===== config.mk =====
export PLATFORM = sky130hd
export DESIGN_NAME = coproc_xif_pipe
export DESIGN_NICKNAME = d
export VERILOG_FILES = /design/src/rtl/coproc_xif_pipe.sv
export SDC_FILE = /design/constraint.sdc
export NUM_CORES = 1
export LEC_CHECK = 0
export CAP_MARGIN = 40
export CORE_UTILIZATION = 35
export CTS_CLUSTER_DIAMETER = 60
export DETAILED_ROUTE_END_ITERATION = 12
export PLACE_DENSITY = 0.56
export SYNTH_ARGS = -nofsm -noshare
export SYNTH_HDL_FRONTEND = slang
export SYNTH_SLANG_ARGS = --single-unit

===== constraint.sdc =====
create_clock -name clk_i -period 7.4 [get_ports clk_i]
set_input_delay 1.11 -clock clk_i [delete_from_list [all_inputs] [get_ports clk_i]]
set_output_delay 1.11 -clock clk_i [all_outputs]
set_load 0.03 [all_outputs]

===== src/rtl/coproc_xif_pipe.sv =====
// rtl/coproc_xif_pipe.sv - CV-X-IF coprocessor with in-order slot queue and result register
module coproc_xif_pipe #(
  parameter int unsigned X_ID_WIDTH = 4,
  parameter int unsigned XLEN       = 32,
  parameter int unsigned DEPTH      = 4,
  parameter logic [31:0] MAGIC      = 32'hDEADBEEF
) (
  input  logic                  clk_i,
  input  logic                  rst_ni,
  input  logic                  issue_valid_i,
  output logic                  issue_ready_o,
  input  logic [31:0]           issue_instr_i,
  input  logic [X_ID_WIDTH-1:0] issue_id_i,
  input  logic [XLEN-1:0]       issue_rs0_i,
  input  logic [XLEN-1:0]       issue_rs1_i,
  input  logic [1:0]            issue_rs_valid_i,
  output logic                  issue_accept_o,
  output logic                  issue_writeback_o,
  input  logic                  commit_valid_i,
  input  logic [X_ID_WIDTH-1:0] commit_id_i,
  input  logic                  commit_kill_i,
  output logic                  result_valid_o,
  input  logic                  result_ready_i,
  output logic [X_ID_WIDTH-1:0] result_id_o,
  output logic [XLEN-1:0]       result_data_o,
  output logic [4:0]            result_rd_o,
  output logic                  result_we_o,
  output logic                  busy_o
);
  localparam int unsigned PW = $clog2(DEPTH);
  localparam int unsigned SW = $clog2(XLEN);

  typedef enum logic [1:0] {S_FREE, S_ISSUED, S_COMMITTED, S_KILLED} slot_state_e;

  slot_state_e           state_q   [DEPTH];
  slot_state_e           state_eff [DEPTH];
  slot_state_e           state_d   [DEPTH];
  logic                  is_test_q [DEPTH];
  logic [2:0]            funct3_q  [DEPTH];
  logic [XLEN-1:0]       rs0_q     [DEPTH];
  logic [XLEN-1:0]       rs1_q     [DEPTH];
  logic [4:0]            rd_q      [DEPTH];
  logic [X_ID_WIDTH-1:0] id_q      [DEPTH];
  logic [PW-1:0]         head_q, tail_q;
  logic [PW:0]           count_q;

  logic [6:0] opcode;
  logic [2:0] funct3;
  logic       dec_test, dec_alu, dec_ok, full, push, commit_new;
  logic       head_kill, head_load, head_pop;
  logic       unused_instr;

  assign opcode       = issue_instr_i[6:0];
  assign funct3       = issue_instr_i[14:12];
  assign unused_instr = ^issue_instr_i[31:15];
  assign dec_test     = (opcode == 7'h0a);
  assign dec_alu      = (opcode == 7'h0b) && (funct3 <= 3'd4);
  assign dec_ok       = dec_test || dec_alu;
  assign full         = (count_q == (PW+1)'(DEPTH));
  assign push         = issue_valid_i && issue_ready_o && dec_ok;
  assign commit_new   = commit_valid_i && (commit_id_i == issue_id_i);

  function automatic logic [XLEN-1:0] exec_op(input logic is_test, input logic [2:0] f3,
                                               input logic [XLEN-1:0] a, input logic [XLEN-1:0] b);
    logic [XLEN-1:0] r;
    logic [SW-1:0]   sh;
    r  = '0;
    sh = b[SW-1:0];
    if (is_test) begin
      r = XLEN'(MAGIC);
    end else begin
      case (f3)
        3'd0:    r = a + b;
        3'd1:    r = a ^ b;
        3'd2:    r = (a << sh) | (a >> (XLEN - sh));
        3'd3:    for (int i = 0; i < XLEN; i++) r = r + XLEN'(a[i]);
        default: r = (a < b) ? a : b;
      endcase
    end
    return r;
  endfunction

  always_ff @(posedge clk_i or negedge rst_ni) begin
    if (!rst_ni) begin
      for (int i = 0; i < DEPTH; i++) state_q[i] <= S_FREE;
    end else begin
      for (int i = 0; i < DEPTH; i++) state_q[i] <= state_d[i];
    end
  end

  // Commits are resolved before head inspection so a commit of the head yields a result next cycle.
  always_comb begin
    for (int i = 0; i < DEPTH; i++) begin
      state_eff[i] = state_q[i];
      if (commit_valid_i && state_q[i] == S_ISSUED && id_q[i] == commit_id_i)
        state_eff[i] = commit_kill_i ? S_KILLED : S_COMMITTED;
    end
    head_kill = (state_eff[head_q] == S_KILLED);
    head_load = (state_eff[head_q] == S_COMMITTED) && (!result_valid_o || result_ready_i);
    head_pop  = head_kill || head_load;
    for (int i = 0; i < DEPTH; i++) state_d[i] = state_eff[i];
    if (head_pop) state_d[head_q] = S_FREE;
    if (push) state_d[tail_q] = commit_new ? (commit_kill_i ? S_KILLED : S_COMMITTED) : S_ISSUED;
  end

  always_comb begin
    issue_ready_o     = !full && (dec_alu ? &issue_rs_valid_i : 1'b1);
    issue_accept_o    = issue_valid_i && dec_ok;
    issue_writeback_o = issue_valid_i && dec_ok;
    busy_o            = (count_q != '0) || result_valid_o;
  end

  always_ff @(posedge clk_i or negedge rst_ni) begin
    if (!rst_ni) begin
      head_q  <= '0;
      tail_q  <= '0;
      count_q <= '0;
    end else begin
      if (head_pop) head_q <= head_q + 1'b1;
      if (push) tail_q <= tail_q + 1'b1;
      case ({push, head_pop})
        2'b10:   count_q <= count_q + 1'b1;
        2'b01:   count_q <= count_q - 1'b1;
        default: count_q <= count_q;
      endcase
    end
  end

  always_ff @(posedge clk_i) begin
    if (push) begin
      is_test_q[tail_q] <= dec_test;
      funct3_q[tail_q]  <= funct3;
      rs0_q[tail_q]     <= issue_rs0_i;
      rs1_q[tail_q]     <= issue_rs1_i;
      rd_q[tail_q]      <= issue_instr_i[11:7];
      id_q[tail_q]      <= issue_id_i;
    end
  end

  always_ff @(posedge clk_i or negedge rst_ni) begin
    if (!rst_ni) begin
      result_valid_o <= 1'b0;
      result_id_o    <= '0;
      result_data_o  <= '0;
      result_rd_o    <= '0;
      result_we_o    <= 1'b0;
    end else if (head_load) begin
      result_valid_o <= 1'b1;
      result_id_o    <= id_q[head_q];
      result_data_o  <= exec_op(is_test_q[head_q], funct3_q[head_q], rs0_q[head_q], rs1_q[head_q]);
      result_rd_o    <= rd_q[head_q];
      result_we_o    <= (rd_q[head_q] != 5'd0);
    end else if (result_valid_o && result_ready_i) begin
      result_valid_o <= 1'b0;
    end
  end
endmodule


==> results.md, run 1 <==
| Step | Metric | This run |
|---|---|---|
| outcome | Run status | finished clean |
| clock network | CTS buffer count | 41 |
| yosys | Distinct cells, synth | 83 |
| drt | Number of antenna-violating nets in the routed design | 0 |
| worst setup path | Startpoint type of the worst setup path | register |
| clock network | Clk sinks | 366 |
| placed design | Placer Congestion | 0.929 |
| worst setup path | Number of buffers and inverters on the critical path | 4 |
| yosys | Synth Instances | 1772 |
| clock network | Depth of the CTS H-tree | 2 |
| timing | Upper clock frequency limit | 153 MHz |
| yosys | Combined area of all synthesized cells | 0.0214 mm2 |
| worst hold path | Worst hold path cell count | 2 |
| yosys | Per-instance average area after synthesis | 12.1 um2 |
| drt | Total Wirelength | 69.4 mm |
| drt | Routed wire per std cell | 25.4 um |
| worst setup path | Cell with the biggest individual delay on the critical path | dfrtp_4 |
| grt | Wire length of the first global-routing pass | 103 mm |
| yosys | Post-synthesis register bit count | 366 |
| grt | Vias in the first global route | 15800 |
| layout | Share of layout cells above drive strength 1 | 12.9% |
| worst setup path | Endpoint of the worst setup timing path | result_data_o[4] |
| timing | Final cycle utilization of the critical path | 88.6% |
| worst setup path | Setup Crit Path Kind | register to register |
| worst setup path | Cell with the most instances on the worst path | fa_1 |
| floorplan | Placeable core region | 0.0605 mm2 |
| drt | Via density | 5.70 |
| yosys | Synth async-reset ratio | 15.8% |
| floorplan | Cell row count | 90 |
| worst setup path | Reg2Reg Capture Point | result_data_o[4] |
| timing | Relative slew margins | 32.2% |
| yosys | Portion of synthesized cell area occupied by the leading cell type | 43.2% |
| placed design | HPWL after detailed placement | 50.5 mm |
| yosys | Count of flip-flops with a built-in enable after synthesis | 308 |
| floorplan | Die Width | 249 um |
| yosys | Post-synth top flop | edfxtp_1 |
| timing | Total count of hold-check failures in the final report | 0 |
| timing | Unrepaired setup endpoints after global routing | false |
| worst setup path | R2R Setup Slk | 0.84 ns |
| clock network | TritonCTS clock tree | yes |
| timing | Slew at the pin with the worst max-slew slack | 1.01 ns |
| clock network | Post-cts gate resize count | 0 |
| worst setup path | R2R Path Start | head_q[0] |
| drt | Drt initial violations | 1203 |
| floorplan | I/O Pins | 159 |
| grt | Maximum number of pins on one net before global-route repair | 51 |
| worst setup path | Data required time at the worst endpoint | 7.84 ns |
| clock network | Setup Fix Bufs, Post-CTS | 0 |
| layout | Post-layout net count | 2137 |
| clock network | Clk pin slew, worst setup/hold paths | 0.06 ns |
| timing | Min Tclk post-route | 6.56 ns |
| worst hold path | HP Class | register to register |
| worst setup path | Critical-path cell list | mux4_2, inv_1, fa_1, fa_1, fa_1, fa_1, fa_1, fa_1, inv_1, ha_1, inv_1, fa_1, inv_1, a21o_1, a21oi_1, xor2_1, o221ai_1, a31oi_1, o221ai_1, a22o_1 |
| job | Reported max-cap violation count | 0 |
| grt | Overall fraction of global-route tracks in use | 22.1% |
| floorplan | Floorplan die height | 249 um |
| worst setup path | Logic depth of the worst path, buffers included | 20 |
| floorplan | Die area | 0.0622 mm2 |
| worst setup path | Largest driver fanout on the critical path | 24 |
| yosys | Arithmetic-cell share of the synthesized area counting full adders, half adders and majority gates | 7.16% |
| timing | Worst setup slack after layout | 0.844 ns |
| worst setup path | Crit path max-delay family | adder cells |
| grt | Number of antenna violations at the first check in global routing | 1 |
| clock network | Clk Tree Root Cell | clkbuf_16 |
| yosys | Basic-gate share of the synthesized area counting and, or, nand and nor cells | 8.55% |
| timing | Setup Skew | 0.0109 ns |
| yosys | Cell type contributing the most total cell area after synthesis | edfxtp_1 |
| worst setup path | Startpoint of the most critical setup path | head_q[0] |
| drt | Number of detailed-route iterations in the first pass | 5 |
| yosys | Yosys warning count | 0 |
| yosys | Nets in the synthesized netlist | 1991 |
| timing | Final-report setup violation count | 0 |
| layout | Layout overhead on the synthesized area | 17.3% |
| yosys | Cell types with the largest area share after synthesis | edfxtp_1, mux4_2, dfrtp_1, mux2i_1, ha_1 |
| timing | Number of pins with negative max-slew slack in the final report | 0 |
| placed design | Pre-CTS setup slack | 0.813 ns |
| yosys | Parity-gate share of the synthesized area counting xor and xnor cells | 2.24% |
| drt | DRC Markers | 0 |
| drt | Vias after detailed routing | 15500 |
| yosys | Multiplexer area fraction after synthesis | 16.2% |
| timing | Total negative slack | 0 ns |
| worst setup path | Slowest cell delay on critical path | 0.75 ns |
| floorplan | Starting density of the core | 35.4% |
| worst setup path | Kind of capture point of the worst setup path | register |
| worst setup path | Depth of the most critical reg-to-reg path | 20 |
| yosys | Main combinational cell family by area after synthesis | multiplexers |
| placed design | Count of input and output buffers | 141 |
| clock network | Number of hold buffers added after cts | 0 |
| yosys | Proportion of synthesized chip area in sequential cells | 49.9% |
| grt | Overflow left after global routing | 0 |
| yosys | Compound-cell area share of the yosys netlist | 11.7% |
| worst setup path | CP Data Arrival Time | 7.00 ns |
| clock network | CTS Buffer Depth | 3 |
| clock network | Latest clock arrival within the worst-skew pair | 0.55 ns |
==> registers in the layout (all words and copies together), names as in the netlist, 3 cells and up <==
signal         count
rs0_q            128
is_test_q          4
state_q            8
result_rd_o        5
result_id_o        4
result_data_o     32
rd_q              20
count_q            3
rs1_q            128
funct3_q          12
id_q              16
==> layout make-up <==
class	count	area (um2)
Tap cell	782	978
Clock inverter	14	120
Inverter	122	463
Fill cell	5658	35300
Timing Repair Buffer	196	1910
Antenna cell	1	2.50
Multi-Input combinational cell	1191	9840
Sequential cell	366	10700
Clock buffer	54	1110
==> routing by layer <==
metal / global-route usage, % / vias to the layer above / routed length [um]
met5: 0 / - / 0
met4: 6.44 / 0 / 2060
met3: 3.42 / 123 / 3970
met2: 36.7 / 565 / 32800
met1: 29.8 / 7901 / 30500
li1: - / 6960 / -
==> placed cells by master (no fill, tap or decap), types with 16 or more instances in the layout <==
| master | instances |
|---|---|
| o21ai_0 | 52 |
| a211oi_1 | 16 |
| clkdlybuf4s50_1 | 140 |
| mux2i_1 | 138 |
| mux4_2 | 81 |
| nand2b_1 | 17 |
| inv_1 | 114 |
| buf_4 | 50 |
| nand3_1 | 25 |
| ha_1 | 81 |
| mux2_2 | 18 |
| o211ai_1 | 17 |
| xnor2_1 | 41 |
| clkbuf_16 | 41 |
| nor3_1 | 20 |
| dfrtp_1 | 56 |
| o221ai_1 | 17 |
| edfxtp_1 | 308 |
| nand2_1 | 163 |
| a21oi_1 | 125 |
| nor2_1 | 120 |
| o22ai_1 | 20 |
| fa_1 | 26 |
==> logic make-up after synthesis <==
| logic type | Yosys count |
|---|---|
| buffers and inverters | 215 |
| AND/OR/NAND/NOR | 408 |
| AO/OA/AOI/OAI | 381 |
| flip-flops | 366 |
| multiplexers | 241 |
| adder cells (fa/ha/maj) | 107 |
| XOR/XNOR | 54 |
==> Yosys cell counts, drive strengths merged (5+ instances only) <==
cell type and instances:
xnor2 41, o31ai 12, o41ai 7, o211ai 17
or2 6, nor4 10, xor2 13, a21o 11
nand2b 17, and3 7, a21oi 125, nand3 25
fa 26, o21ai 62, mux2i 139, dfrtp 58
mux4 82, o21a 6, inv 122, nand2 163
a221oi 9, edfxtp 308, nor2b 7, nor3 22
a211oi 16, buf 40, nand4 5, and2 6
o221ai 17, o31a 6, a31oi 14, ha 81
mux2 20, o21bai 8, o22ai 20, clkbuf 53
nor2 124
==> tightest hold or removal path, stage by stage (launching register included) <==
cell     delay [ns]
dfrtp_1        0.34
nand2_1        0.05
nand2_1        0.06
==> through the flow <==
stage	hold slack [ns]	instance area, um2	utilization [%]	cells
2_1_floorplan	0.468	21400	-	1772
3_3_place_gp	0.465	23800	39.3	2652
3_5_place_dp	0.461	23900	39.5	2657
4_1_cts	0.480	25100	41.6	2725
5_1_grt	0.512	25100	41.6	2725
6_report	0.481	25100	41.6	2726
==> worst min-delay path by stage <==
| stage | start | endpoint | slack, ns |
|---|---|---|---|
| finish | result_rd_o[2] | result_rd_o[2] | 0.48 |
| global route | result_id_o[0] | result_id_o[0] | 0.51 |
| CTS | result_rd_o[2] | result_rd_o[2] | 0.48 |
| detailed placement | result_id_o[1] | result_id_o[1] | 0.46 |
| global placement | result_id_o[3] | result_id_o[3] | 0.46 |
| floorplan | count_q[0] | count_q[0] | 0.47 |
Power of run 1 is left out: the tool's default activity adds up to more than one toggle a clock period on the data nets, which glitch-free logic cannot reach.
==> inputs of run 2 (changes only) <==
--- a/config.mk
+++ b/config.mk
@@ -5,7 +5,6 @@
 export SDC_FILE = /design/constraint.sdc
 export NUM_CORES = 1
 export LEC_CHECK = 0
-export CAP_MARGIN = 40
 export CORE_UTILIZATION = 35
 export CTS_CLUSTER_DIAMETER = 60
 export DETAILED_ROUTE_END_ITERATION = 12
==> run 2 against run 1 <==
Effect of this change: critical path depth unchanged; worst setup slack better by 0.061 ns; count of clock-buffer cells in the layout down 2; die area unchanged; routed wire length down 0.12%; sequential share of layout area down 0.19 points; cell area up 0.45%; critical path type unchanged; critical endpoint unchanged; highest routed layer unchanged.
==> results.md, run 2 (same netlist as run 1, synthesis figures left out) <==
| Step | Metric | This run | Change |
|---|---|---|---|
| outcome | Run status | finished clean | unchanged |
| worst setup path | Cell with the most instances on the worst path | fa_1 | unchanged |
| clock network | Clk pin slew, worst setup/hold paths | 0.06 ns | about the same |
| timing | Relative slew margins | 33.6% | was 32.2% |
| clock network | Clk sinks | 366 | unchanged |
| worst hold path | HP Class | register to register | unchanged |
| floorplan | Floorplan die height | 249 um | unchanged |
| timing | Final Hold Slack | 0.483 ns | was 0.481 ns |
| layout | Leading cell type in the layout, fill and taps excluded | edfxtp_1 | unchanged |
| drt | Total Wirelength | 69.3 mm | was 69.4 mm |
| worst hold path | Startpoint of the most critical hold path | result_id_o[1] | was result_rd_o[2] |
| job | Reported max-cap violation count | 0 | unchanged |
| worst setup path | R2R Setup Slk | 0.91 ns | was 0.84 ns |
| worst setup path | CP Data Arrival Time | 6.95 ns | was 7.00 ns |
| placed design | HPWL after detailed placement | 50.3 mm | was 50.5 mm |
| layout | Post-layout net count | 2133 | was 2137 |
| layout | Layout fillers | 5681 | was 5658 |
| layout | Highest-count cells in the layout ignoring fill and taps | edfxtp_1, nand2_1, clkdlybuf4s50_1 | unchanged |
| worst setup path | Crit path max-delay family | adder cells | unchanged |
| worst setup path | Number of buffers and inverters on the critical path | 4 | unchanged |
| clock network | CTS Buffer Depth | 3 | unchanged |
| floorplan | Placeable core region | 0.0605 mm2 | unchanged |
| timing | Number of pins with negative max-slew slack in the final report | 0 | unchanged |
| floorplan | Cell row count | 90 | unchanged |
| worst setup path | Reg2Reg Capture Point | result_data_o[4] | unchanged |
| worst setup path | Data required time at the worst endpoint | 7.86 ns | was 7.84 ns |
| clock network | Clk Tree Root Cell | clkbuf_16 | unchanged |
| drt | Number of detailed-route iterations in the first pass | 5 | unchanged |
| worst setup path | R2R Path Start | head_q[0] | unchanged |
| layout | Antenna cells | 0 | was 1 |
| grt | Vias in the first global route | 16000 | was 15800 |
| grt | Overflow left after global routing | 0 | unchanged |
| drt | Vias after detailed routing | 15500 | about the same |
| worst setup path | Critical-path cell list | mux4_2, inv_1, fa_1, fa_1, fa_1, fa_1, fa_1, fa_1, inv_1, ha_1, inv_1, fa_1, inv_1, a21o_1, a21oi_1, xor2_1, o221ai_1, a31oi_1, o221ai_1, a22o_1 | unchanged |
| clock network | TritonCTS clock tree | yes | unchanged |
| grt | Number of antenna violations at the first check in global routing | 0 | was 1 |
| worst setup path | Setup Crit Path Kind | register to register | unchanged |
| timing | Min Tclk post-route | 6.49 ns | was 6.56 ns |
| clock network | Setup Fix Bufs, Post-CTS | 0 | unchanged |
| drt | DRC Markers | 0 | unchanged |
| grt | Maximum number of pins on one net before global-route repair | 59 | was 51 |
| worst setup path | Kind of capture point of the worst setup path | register | unchanged |
| layout | Biggest regs | rs0_q: 128 flops, rs1_q: 128 flops, result_data_o: 32 flops | unchanged |
| grt | Overall fraction of global-route tracks in use | 22.1% | about the same |
| floorplan | I/O Pins | 159 | unchanged |
| placed design | Count of input and output buffers | 141 | unchanged |
| timing | Setup Skew | 0.0226 ns | was 0.0109 ns |
| timing | Upper clock frequency limit | 154 MHz | was 153 MHz |
| worst setup path | Largest driver fanout on the critical path | 24 | unchanged |
| timing | Slew at the pin with the worst max-slew slack | 0.985 ns | was 1.01 ns |
| grt | Wire length of the first global-routing pass | 103 mm | about the same |
| worst setup path | Depth of the most critical reg-to-reg path | 20 | unchanged |
| floorplan | Die Width | 249 um | unchanged |
| timing | Unrepaired setup endpoints after global routing | false | unchanged |
| timing | Worst setup slack after layout | 0.906 ns | was 0.844 ns |
| drt | Drt initial violations | 1150 | was 1203 |
| clock network | Post-cts gate resize count | 0 | unchanged |
| drt | Routed wire per std cell | 25.4 um | about the same |
| layout | Layout overhead on the synthesized area | 17.8% | was 17.3% |
| floorplan | Die area | 0.0622 mm2 | unchanged |
| timing | Total negative slack | 0 ns | unchanged |
| worst setup path | Startpoint type of the worst setup path | register | unchanged |
| placed design | Placer Congestion | 0.929 | unchanged |
| floorplan | Starting density of the core | 35.4% | unchanged |
| drt | Via density | 5.69 | was 5.70 |
| timing | Final-report setup violation count | 0 | unchanged |
| placed design | Pre-CTS setup slack | 0.819 ns | was 0.813 ns |
| layout | Footprint of the flip-flops and latches | 0.0107 mm2 | unchanged |
| worst hold path | Terminating pin of the worst hold path | result_id_o[1] | was result_rd_o[2] |
| clock network | CTS buffer count | 42 | was 41 |
| drt | Number of antenna-violating nets in the routed design | 0 | unchanged |
| clock network | Number of hold buffers added after cts | 0 | unchanged |
| clock network | Depth of the CTS H-tree | 2 | unchanged |
| worst setup path | Cell with the biggest individual delay on the critical path | dfrtp_4 | unchanged |
| layout | Share of layout cells above drive strength 1 | 13.0% | was 12.9% |
| worst hold path | Worst hold path cell count | 2 | unchanged |
| worst setup path | Slowest cell delay on critical path | 0.75 ns | about the same |
| clock network | Latest clock arrival within the worst-skew pair | 0.57 ns | was 0.55 ns |
| timing | Total count of hold-check failures in the final report | 0 | unchanged |
| timing | Final cycle utilization of the critical path | 87.8% | was 88.6% |
| layout | Area of the multi-input gates | 0.00984 mm2 | unchanged |
| worst setup path | Startpoint of the most critical setup path | head_q[0] | unchanged |
[run 2: cell types whose count changed in the layout (fill, tap and decap cells not counted), moves of 4 or more]
cell	delta
buf_16	-4
clkbuf_1	-4
clkbuf_16	+4
bufinv_16	+4
clkinv_1	+5
[run 2: stage by stage]
stage,utilization (%),instance area [um2],std cells
5_1_grt,41.8,25200,2730
3_3_place_gp,39.3,23800,2652
2_1_floorplan,-,21400,1772
4_1_cts,41.8,25200,2730
6_report,41.8,25200,2730
3_5_place_dp,39.3,23800,2652
[run 2: area by class of cell]
cell class	count	area share [%]
clock buffers	52	4.64
inverters	122	1.83
well taps	782	3.88
repair buffers	191	7.06
multi-input cells	1191	39.0
flip-flops and latches	366	42.4
clock inverters	26	1.22
[run 2: worst max-delay path by stage]
| stage | endpoint | slack, ns | cells past startpoint |
|---|---|---|---|
| 2_1_floorplan | result_data_o[4] | 1.29 | 23 |
| 3_3_place_gp | result_data_o[4] | 0.90 | 20 |
| 3_5_place_dp | result_data_o[4] | 0.82 | 20 |
| 4_1_cts | result_data_o[4] | 0.80 | 20 |
| 5_1_grt | result_data_o[4] | 0.54 | 20 |
| 6_report | result_data_o[4] | 0.91 | 20 |
[run 2: worst min-delay path: cells and delay by family (launching register included)]
family | cells | cell delay (ns)
DFF | 1 | 0.34
and+or+nand+nor | 2 | 0.11
[run 2: per-layer routing]
metal	track usage (%)	part of all wire, %	wire [um]
met4	7.97	3.4	2340
met3	3.57	5.8	4050
met5	0	0	0
met1	29.6	43	30100
met2	36.2	47	32800
Power of run 2 is left out for the same reason.
==> inputs of run 3 (changes only) <==
--- a/config.mk
+++ b/config.mk
@@ -8,7 +8,7 @@
 export CORE_UTILIZATION = 35
 export CTS_CLUSTER_DIAMETER = 60
 export DETAILED_ROUTE_END_ITERATION = 12
-export PLACE_DENSITY = 0.56
+export PLACE_DENSITY = 0.58
 export SYNTH_ARGS = -nofsm -noshare
 export SYNTH_HDL_FRONTEND = slang
 export SYNTH_SLANG_ARGS = --single-unit
==> constraint.sdc (replaced) <==
create_clock -name clk_i -period 5.87 [get_ports clk_i]
set_input_delay 0.8805 -clock clk_i [delete_from_list [all_inputs] [get_ports clk_i]]
set_output_delay 0.8805 -clock clk_i [all_outputs]
set_load 0.03 [all_outputs]
==> run 3 against run 2 <==
Effect of this change: die area is the same; first-iteration DRC count grew 14%; flip-flop and latch count is the same; cell count grew 2.5%; register-to-register slack lost 1.0 ns; via count grew 1.1%; clock skew is essentially flat; critical path depth grew 1; count of clock-buffer cells in the layout grew 4; worst hold slack lost 0.00090 ns; worst setup slack lost 1.0 ns; cell area grew 2.8%; the run now ends with negative setup slack left.
==> results.md, run 3 (same netlist as run 1, synthesis figures left out) <==
| Step | Metric | This run | Change |
|---|---|---|---|
| worst setup path | Startpoint type of the worst setup path | register | unchanged |
| layout | Antenna cells | 0 | unchanged |
| clock network | Depth of the CTS H-tree | 2 | unchanged |
| worst setup path | Slowest cell delay on critical path | 0.55 ns | was 0.75 ns |
| timing | Unrepaired setup endpoints after global routing | true | was false |
| clock network | Clk pin slew, worst setup/hold paths | 0.06 ns | about the same |
| placed design | Placer Congestion | 0.941 | was 0.929 |
| worst setup path | Setup Crit Path Kind | register to register | unchanged |
| floorplan | Floorplan die height | 249 um | unchanged |
| grt | Number of antenna violations at the first check in global routing | 1 | was 0 |
| clock network | TritonCTS clock tree | yes | unchanged |
| layout | Layout overhead on the synthesized area | 21.2% | was 17.8% |
| grt | Wire length of the first global-routing pass | 103 mm | about the same |
| timing | Relative slew margins | 38.0% | was 33.6% |
| grt | Maximum number of pins on one net before global-route repair | 59 | unchanged |
| floorplan | I/O Pins | 159 | unchanged |
| timing | Setup Skew | 0.0226 ns | about the same |
| layout | Highest-count cells in the layout ignoring fill and taps | edfxtp_1, nand2_1, clkdlybuf4s50_1 | unchanged |
| grt | Met3 usage | 3.08% | was 3.57% |
| clock network | Clk Tree Root Cell | clkbuf_16 | unchanged |
| grt | Met2 capacity usage during global routing | 37.3% | was 36.2% |
| drt | Via density | 5.61 | was 5.69 |
| worst setup path | Kind of capture point of the worst setup path | register | unchanged |
| placed design | Pre-CTS setup slack | -0.236 ns | was 0.819 ns |
| clock network | CTS buffer count | 41 | was 42 |
| layout | Area of the multi-input gates | 0.00989 mm2 | was 0.00984 mm2 |
| timing | Final-report setup violation count | 2 | was 0 |
| grt | GR Util met1 | 29.7% | was 29.6% |
| layout | Footprint of the flip-flops and latches | 0.0107 mm2 | unchanged |
| worst setup path | Cell with the most instances on the worst path | fa_1 | unchanged |
| drt | Routed wire per std cell | 24.7 um | was 25.4 um |
| layout | Share of layout cells above drive strength 1 | 16.6% | was 13.0% |
| clock network | Clk sinks | 366 | unchanged |
| outcome | Run status | complete, but fails checks | was finished clean |
| worst setup path | Critical-path cell list | buf_12, mux4_2, fa_1, inv_1, fa_1, fa_1, fa_1, fa_1, fa_1, inv_2, ha_4, inv_4, fa_2, inv_1, a21o_1, a21oi_2, xor2_1, o221ai_2, a31oi_1, o221ai_1, a22o_1 | was mux4_2, inv_1, fa_1, fa_1, fa_1, fa_1, fa_1, fa_1, inv_1, ha_1, inv_1, fa_1, inv_1, a21o_1, a21oi_1, xor2_1, o221ai_1, a31oi_1, o221ai_1, a22o_1 |
| drt | Vias after detailed routing | 15700 | was 15500 |
| floorplan | Starting density of the core | 35.4% | unchanged |
| worst setup path | Largest driver fanout on the critical path | 6 | was 24 |
| floorplan | Die Width | 249 um | unchanged |
| timing | Worst setup slack after layout | -0.134 ns | was 0.906 ns |
| timing | Number of pins with negative max-slew slack in the final report | 0 | unchanged |
| worst setup path | Cell with the biggest individual delay on the critical path | mux4_2 | was dfrtp_4 |
| grt | Vias in the first global route | 16000 | about the same |
| drt | Total Wirelength | 69.1 mm | was 69.3 mm |
| outcome | Violations in the final reports | negative setup slack |  |
| grt | Overflow left after global routing | 0 | unchanged |
| floorplan | Placeable core region | 0.0605 mm2 | unchanged |
| grt | GR peak layer | met2 | unchanged |
| job | Reported max-cap violation count | 0 | unchanged |
| timing | Total count of hold-check failures in the final report | 0 | unchanged |
| worst hold path | HP Class | register to register | unchanged |
| worst setup path | CP Data Arrival Time | 6.45 ns | was 6.95 ns |
| drt | Drt initial violations | 1316 | was 1150 |
| worst setup path | Crit path max-delay family | adder cells | unchanged |
| drt | DRC Markers | 0 | unchanged |
| timing | Slew at the pin with the worst max-slew slack | 0.925 ns | was 0.985 ns |
| layout | Leading cell type in the layout, fill and taps excluded | edfxtp_1 | unchanged |
| layout | Layout fillers | 5570 | was 5681 |
| worst setup path | Number of buffers and inverters on the critical path | 5 | was 4 |
| drt | Number of detailed-route iterations in the first pass | 5 | unchanged |
| worst setup path | Data required time at the worst endpoint | 6.32 ns | was 7.86 ns |
| floorplan | Die area | 0.0622 mm2 | unchanged |
| grt | Overall fraction of global-route tracks in use | 22.2% | was 22.1% |
| placed design | HPWL after detailed placement | 51.0 mm | was 50.3 mm |
| floorplan | Cell row count | 90 | unchanged |
| drt | Number of antenna-violating nets in the routed design | 0 | unchanged |
| timing | Upper clock frequency limit | 167 MHz | was 154 MHz |
| layout | Post-layout net count | 2201 | was 2133 |
| placed design | Number of placed instances, taps included | 2712 | was 2652 |
| clock network | CTS Buffer Depth | 3 | unchanged |
| timing | Final Hold Slack | 0.483 ns | about the same |
| timing | Total negative slack | -0.226 ns | was 0 ns |
| layout | Post-route non-filler standard cell count | 2797 | was 2730 |
| layout | Biggest regs | rs0_q: 128 flops, rs1_q: 128 flops, result_data_o: 32 flops | unchanged |
| placed design | Count of input and output buffers | 141 | unchanged |
| timing | Min Tclk post-route | 6.00 ns | was 6.49 ns |
| clock network | Latest clock arrival within the worst-skew pair | 0.56 ns | was 0.57 ns |
| timing | Final cycle utilization of the critical path | 102% | was 87.8% |
[run 3: changes by cell type in the layout (fill, tap and decap cells not counted), moves of 4 or more]
cell / previous run / this run
inv_2: 4 / 11
inv_1: 114 / 106
buf_4: 50 / 105
clkinvlp_4: 5 / 0
buf_12: 0 / 11
clkbuf_1: 5 / 13
bufinv_16: 5 / 9
clkinv_1: 6 / 1
[run 3: area by class of cell]
type / instances / share of cell area (%)
clock buffers: 56 / 4.33
repair buffers: 260 / 9.43
well taps: 782 / 3.77
clock inverters: 20 / 1.36
inverters: 122 / 1.79
multi-input cells: 1191 / 38.1
flip-flops and latches: 366 / 41.2
[run 3: per-layer routing]
metal | part of all wire [%] | vias up
met5 | 0 | -
met4 | 3.0 | 0
met3 | 5.7 | 98
met2 | 48 | 566
met1 | 43 | 7945
li1 | - | 7095
[run 3: metrics by stage]
step	area, um2	util [%]
detailed placement	24400	40.3
finish	26000	42.9
CTS	25900	42.9
global route	26000	42.9
global placement	24400	40.3
floorplan	21500	-
[run 3: what timing repair did]
| action | CTS | global route |
|---|---|---|
| gates cloned | 1 | 0 |
| buffers inserted | 5 | 4 |
| resized for setup | 7 | 11 |
| hold buffers | 0 | 0 |
| pin swaps | 9 | 11 |
| endpoints found under the setup margin | 5 | 5 |
[run 3: worst min-delay path, cell delays in order, from the launching register on]
cell     delay [ns]
dfrtp_1        0.34
nand2_1        0.05
nand2_1        0.06
[run 3: path summary, 6_finish.rpt]
check | startpoint | endpoint | slack, ns | depth (start not counted)
min | result_rd_o[4] | result_rd_o[4] | 0.48 | 2
max in group asynchronous | rst_ni | head_q[0] | 4.64 | 2
max | head_q[0] | result_data_o[4] | -0.13 | 21
min reg2reg | result_rd_o[4] | result_rd_o[4] | 0.48 | 2
min in group asynchronous | rst_ni | result_id_o[0] | 0.54 | 2
max reg2reg | head_q[0] | result_data_o[4] | -0.13 | 21
Power of run 3 is left out for the same reason.
